[src/rtl/uart_tx_mmio.sv]
// Memory-mapped 8N1 UART transmitter. CPU stores queue bytes in a small FIFO.
// CPU loads return transmitter status one cycle later, matching the clocked memory read path.
module uart_tx_mmio #(
    parameter int          CLK_HZ     = 12000000,
    parameter int          BAUD       = 115200,
    parameter int          DIVISOR    = CLK_HZ / BAUD,
    parameter logic [31:0] BASE_ADDR  = 32'hFFFF_0010,
    parameter int          FIFO_DEPTH = 8
) (
    input  logic        clk,
    input  logic        reset,
    input  logic        write_mem,
    input  logic [2:0]  funct3,
    input  logic [31:0] address,
    input  logic [31:0] write_data,
    output logic [31:0] read_data,
    output logic        tx,
    output logic        busy
);
    localparam int PTR_W  = $clog2(FIFO_DEPTH);
    localparam int CNT_W  = $clog2(FIFO_DEPTH + 1);
    localparam int BAUD_W = (DIVISOR > 1) ? $clog2(DIVISOR) : 1;
    localparam logic [BAUD_W-1:0] BAUD_LAST = BAUD_W'(DIVISOR - 1);
    localparam logic [CNT_W-1:0]  CNT_FULL  = CNT_W'(FIFO_DEPTH);

    typedef enum logic [1:0] {S_IDLE, S_START, S_DATA, S_STOP} state_t;

    // Bus decode: address[2] selects TXDATA (0) or STATUS (1); width and byte lanes are ignored.
    logic hit;
    logic push_req;
    logic ovf_clr;
    logic unused_inputs;

    assign hit           = (address[31:3] == BASE_ADDR[31:3]);
    assign push_req      = write_mem & hit & ~address[2];
    assign ovf_clr       = write_mem & hit & address[2] & write_data[3];
    assign unused_inputs = ^{funct3, address[1:0], write_data[31:8]};

    logic [7:0]       mem [FIFO_DEPTH];
    logic [PTR_W-1:0] wr_ptr;
    logic [PTR_W-1:0] rd_ptr;
    logic [CNT_W-1:0] count;
    logic             ovf;
    logic             full;
    logic             empty;
    logic             pop;
    logic             push;

    assign full  = (count == CNT_FULL);
    assign empty = (count == '0);
    // A pop in the same cycle frees a slot, so a store into a full FIFO still lands.
    assign push  = push_req & (~full | pop);

    always_ff @(posedge clk) begin
        if (push && !reset) begin
            mem[wr_ptr] <= write_data[7:0];
        end
    end

    always_ff @(posedge clk) begin
        if (reset) begin
            wr_ptr <= '0;
            rd_ptr <= '0;
            count  <= '0;
            ovf    <= 1'b0;
        end else begin
            if (push) begin
                wr_ptr <= wr_ptr + PTR_W'(1);
            end
            if (pop) begin
                rd_ptr <= rd_ptr + PTR_W'(1);
            end
            case ({push, pop})
                2'b10:   count <= count + CNT_W'(1);
                2'b01:   count <= count - CNT_W'(1);
                default: count <= count;
            endcase
            if (push_req && full && !pop) begin
                ovf <= 1'b1;
            end else if (ovf_clr) begin
                ovf <= 1'b0;
            end
        end
    end

    state_t           state;
    state_t           state_next;
    logic [BAUD_W-1:0] baud_cnt;
    logic [BAUD_W-1:0] baud_next;
    logic [2:0]       bit_idx;
    logic [2:0]       bit_next;
    logic [7:0]       shift;
    logic [7:0]       shift_next;
    logic             baud_done;

    assign baud_done = (baud_cnt == BAUD_LAST);

    always_ff @(posedge clk) begin
        if (reset) begin
            state    <= S_IDLE;
            baud_cnt <= '0;
            bit_idx  <= '0;
            shift    <= '0;
        end else begin
            state    <= state_next;
            baud_cnt <= baud_next;
            bit_idx  <= bit_next;
            shift    <= shift_next;
        end
    end

    always_comb begin
        state_next = state;
        baud_next  = baud_cnt;
        bit_next   = bit_idx;
        shift_next = shift;
        pop        = 1'b0;
        tx         = 1'b1;
        case (state)
            S_IDLE: begin
                if (!empty) begin
                    pop        = 1'b1;
                    shift_next = mem[rd_ptr];
                    baud_next  = '0;
                    state_next = S_START;
                end
            end
            S_START: begin
                tx = 1'b0;
                if (baud_done) begin
                    baud_next  = '0;
                    bit_next   = '0;
                    state_next = S_DATA;
                end else begin
                    baud_next = baud_cnt + BAUD_W'(1);
                end
            end
            S_DATA: begin
                tx = shift[0];
                if (baud_done) begin
                    baud_next  = '0;
                    shift_next = shift >> 1;
                    if (bit_idx == 3'd7) begin
                        state_next = S_STOP;
                    end else begin
                        bit_next = bit_idx + 3'd1;
                    end
                end else begin
                    baud_next = baud_cnt + BAUD_W'(1);
                end
            end
            S_STOP: begin
                if (baud_done) begin
                    baud_next = '0;
                    // Chain straight into the next start bit so queued bytes leave without an idle gap.
                    if (!empty) begin
                        pop        = 1'b1;
                        shift_next = mem[rd_ptr];
                        state_next = S_START;
                    end else begin
                        state_next = S_IDLE;
                    end
                end else begin
                    baud_next = baud_cnt + BAUD_W'(1);
                end
            end
            default: state_next = S_IDLE;
        endcase
    end

    assign busy = (state != S_IDLE) | ~empty;

    logic [31:0] status_word;
    assign status_word = {23'd0, 5'(count), ovf, empty, full, busy};

    always_ff @(posedge clk) begin
        if (reset) begin
            read_data <= '0;
        end else begin
            read_data <= (hit && address[2]) ? status_word : 32'd0;
        end
    end

endmodule

[config.mk]
export PLATFORM = sky130hd
export DESIGN_NAME = uart_tx_mmio
export DESIGN_NICKNAME = d
export VERILOG_FILES = /design/src/rtl/uart_tx_mmio.sv
export SDC_FILE = /design/constraint.sdc
export NUM_CORES = 1
export LEC_CHECK = 0
export BUFFER_PORTS_ARGS = -buffer_cell sky130_fd_sc_hd__buf_2
export CORE_MARGIN = 2
export CORE_UTILIZATION = 54
export DETAILED_ROUTE_END_ITERATION = 12
export GPL_ROUTABILITY_DRIVEN = 0
export PLACE_DENSITY = 0.77
export SLEW_MARGIN = 20
export SYNTH_ARGS = -nofsm -noshare
export SYNTH_HDL_FRONTEND = slang
export SYNTH_SLANG_ARGS = --single-unit
[constraint.sdc]
create_clock -name clk -period 3.2 [get_ports clk]
set_input_delay 0.48 -clock clk [delete_from_list [all_inputs] [get_ports clk]]
set_output_delay 0.48 -clock clk [all_outputs]
set_load 0.1 [all_outputs]
==> results.md <==
* Status: finished, final reports clean
* Clock Path Buffers at 2
* Worst EP arrival at 3.06 ns
* CTS tree: done
* Seq pwr share at 0.414
* Crit share post-route at 0.878
* Clock Power Share at 0.195
* Overall routing resource usage at 0.186
* Worst Tran Pin Value at 0.795 ns
* Htree depth at 3
* Port bufs at 50
* Root buf cell: clkbuf_8
* Worst-path cell chain: or4_4, and4_4, or2_1, nand2_1, inv_2, ha_1, a21o_1, a21oi_1, nor3_1, mux2i_1, o211ai_1
* Unrepaired setup endpoints after global routing: false
* Synthesis-stage register bit count at 106
* Iter 0 DRT Violations at 145
* Synth unique cells at 63
* Slew margin rel. at 0.470
* I/O Pins at 104
* Setup Viol. Count Final at 0
* Ys Warns at 0
* Clock skew at 0.00690 ns
* Slowest cell on crit path: or4_4
* Pre-Repair DR Iteration Count at 4
* Share of layout cells above drive strength 1 at 0.252
* Vias at 3121
* Pwr per Cell Area at 738 nW/µm²
* Post-Syn Instances at 381
* Worst path required time at 3.45 ns
* Logic pwr share at 0.390
* Hold buffer count at cts at 0
* Row cnt at 34
* CP startpoint kind: flip-flop
* Psw at 1.55 mW
* Critical-path maximum fanout at 8
* Die width at 98.6 µm
* Switching Share at 0.395
* CP Class: flip-flop to flip-flop
* Core box area at 8680 µm²
* CP top delay family: simple AND/OR/NAND/NOR gates
* Antenna violations before repair at 0
* Total Nets Final at 519
* Drt drc at 0
* Min-delay worst type: input port to flip-flop
* CTS buffer count at 9
* Maximum vdd ir drop at 0.335 mV
* Die area at 9720 µm²
* Achievable frequency at 356 MHz
* Diodes inserted at 0
* Setup Buffers After CTS at 0
* Via density per instance at 5.68
* Clock latency on the worst-skew pair at 0.36 ns
* Wire per inst at 15.5 µm
* Asr flop ratio synth at 0
* Synth Area per Inst at 12.7 µm²
* Internal power at 2.37 mW
* Vias in the first global route at 3093
* Total grt overflow at 0
* Ys flop type: edfxtp_1
* Gates resized, CTS repair at 0
* Final Hold Vio Count at 0
* Leakage at 1.91 nW
* Seq/Total Area, Yosys at 0.572
* CP max stage delay at 0.60 ns
* Drt total wl at 8.53 mm
* DP HPWL at 5.91 mm
* Worst path bufs/invs at 1
* Die height at 98.6 µm
* Largest net degree at the start of global routing at 46
* Post-Synthesis Cell Area at 4830 µm²
* Max Slew Vio Count at 0
* TritonCTS Sinks at 106
* First-pass GRT wire length at 14.3 mm
* Area Overhead vs Synth at 10.1%
* Post-synth EDFFs at 64
* Fin Setup TNS at 0 ns
* Tmin final at 2.81 ns
* Finished Core Util at 0.613
* Detail Route Antenna Nets at 0
* CTS clock-pin slew for the worst setup and hold paths at 0.10 ns
* Initial core utilization at 0.557
* Max-cap violations at 0
* CP endpoint kind: flip-flop
-- power groups by stage --
stage	Combinational [mW]	Sequential, mW	Clock (mW)
after floorplan	1.31	1.63	0
after global placement	1.48	1.65	0
after detailed placement	1.53	1.66	0
after CTS	1.53	1.63	0.789
after global routing	1.70	1.64	0.838
final	1.53	1.63	0.767
-- final timing paths --
kind / from / slack, ns / cells after the start / endpoint
worst min-delay path: write_data[6] / 0.39 / 1 / mem[1][6]
worst min register to register: bit_idx[2] / 0.46 / 2 / bit_idx[2]
worst max-delay path: count[3] / 0.39 / 11 / count[3]
worst max register to register: count[3] / 0.39 / 11 / count[3]
-- cells in the final DEF, fill, tap and decap left out, drive strengths merged, types with 3 or more instances in the layout --
master,count
nand3,6
inv,20
conb,24
ha,12
buf,63
nor3,13
nand4,6
nor2,25
a211oi,8
nor4,4
clkbuf,9
mux2i,6
edfxtp,64
and3,3
o21ai,10
nor4b,3
and2,6
nand3b,4
nand2,20
or4,3
o211ai,3
or2,3
a211o,7
a21oi,20
mux4,16
dfxtp,42
nor2b,8
-- through the flow --
step / power, mW / setup slack (ns) / instance area (µm²) / std cells / hold WS [ns]
finish: 3.92 / 0.391 / 5320 / 549 / 0.388
global route: 4.18 / 0.176 / 5320 / 549 / 0.389
CTS: 3.95 / 0.386 / 5320 / 549 / 0.377
detailed placement: 3.18 / 0.287 / 5140 / 533 / 0.447
global placement: 3.13 / 0.444 / 5140 / 533 / 0.443
floorplan: 2.93 / 0.395 / 4920 / 404 / 0.423
-- synth_stat cells, types with 2 or more instances --
master / count / area (µm²)
a211o_1: 7 / 61.3
a211oi_1: 8 / 60.1
a21oi_1: 19 / 95.1
a221oi_1: 2 / 17.5
a311oi_1: 2 / 17.5
a41oi_1: 2 / 17.5
and2_1: 6 / 37.5
and3_1: 3 / 18.8
buf_2: 4 / 20.0
buf_4: 25 / 188
clkbuf_1: 12 / 45.0
dfxtp_1: 42 / 841
edfxtp_1: 64 / 1920
ha_1: 12 / 150
inv_1: 15 / 56.3
mux2i_1: 6 / 60.1
mux4_2: 16 / 360
nand2_1: 20 / 75.1
nand3_1: 6 / 30.0
nand3b_1: 4 / 30.0
nand4_1: 6 / 37.5
nand4b_1: 2 / 17.5
nor2_1: 25 / 93.8
nor2b_1: 8 / 50.1
nor3_1: 12 / 60.1
nor4_1: 2 / 12.5
nor4b_1: 2 / 17.5
o211ai_1: 3 / 22.5
o21ai_0: 9 / 45.0
or4_1: 2 / 15.0
xnor2_1: 2 / 17.5
xor2_1: 2 / 17.5
-- registers in the layout (all words and copies together), names as in the netlist, named ones only --
| name | flops |
|---|---|
| read_data | 8 |
| state | 2 |
| shift | 8 |
| ovf | 1 |
| baud_cnt | 7 |
| mem | 64 |
| rd_ptr | 3 |
| count | 4 |
| wr_ptr | 3 |
| bit_idx | 3 |
-- logic make-up after synthesis --
group                      share of synthesized area
muxes                                         0.0925
other                                       0.000776
adders and majority gates                     0.0352
AOI/OAI and AO/OA                             0.0844
xor gates and xnor gates                     0.00725
buffers and inverters                         0.0671
and+or+nand+nor                                0.141
DFF                                            0.572
-- layout make-up --
class / count / area, µm²
multi-input combinational: 240 / 1830
clock buffer: 9 / 124
timing repair buffer: 63 / 348
inverter: 16 / 60.1
clock inverter: 7 / 60.1
fill: 690 / 3360
sequential: 106 / 2760
tap: 108 / 135
-- per-layer routing --
layer / up-vias / routed length [µm] / GRT usage / share of wire
met2: 76 / 4420 / 0.336 / 0.52
li1: 1492 / - / - / -
met4: 0 / 84 / 0.0622 / 0.0098
met1: 1548 / 3770 / 0.231 / 0.44
met3: 5 / 256 / 0.0255 / 0.030
met5: - / 0 / 0 / 0
(Power assumes the default switching activity.)
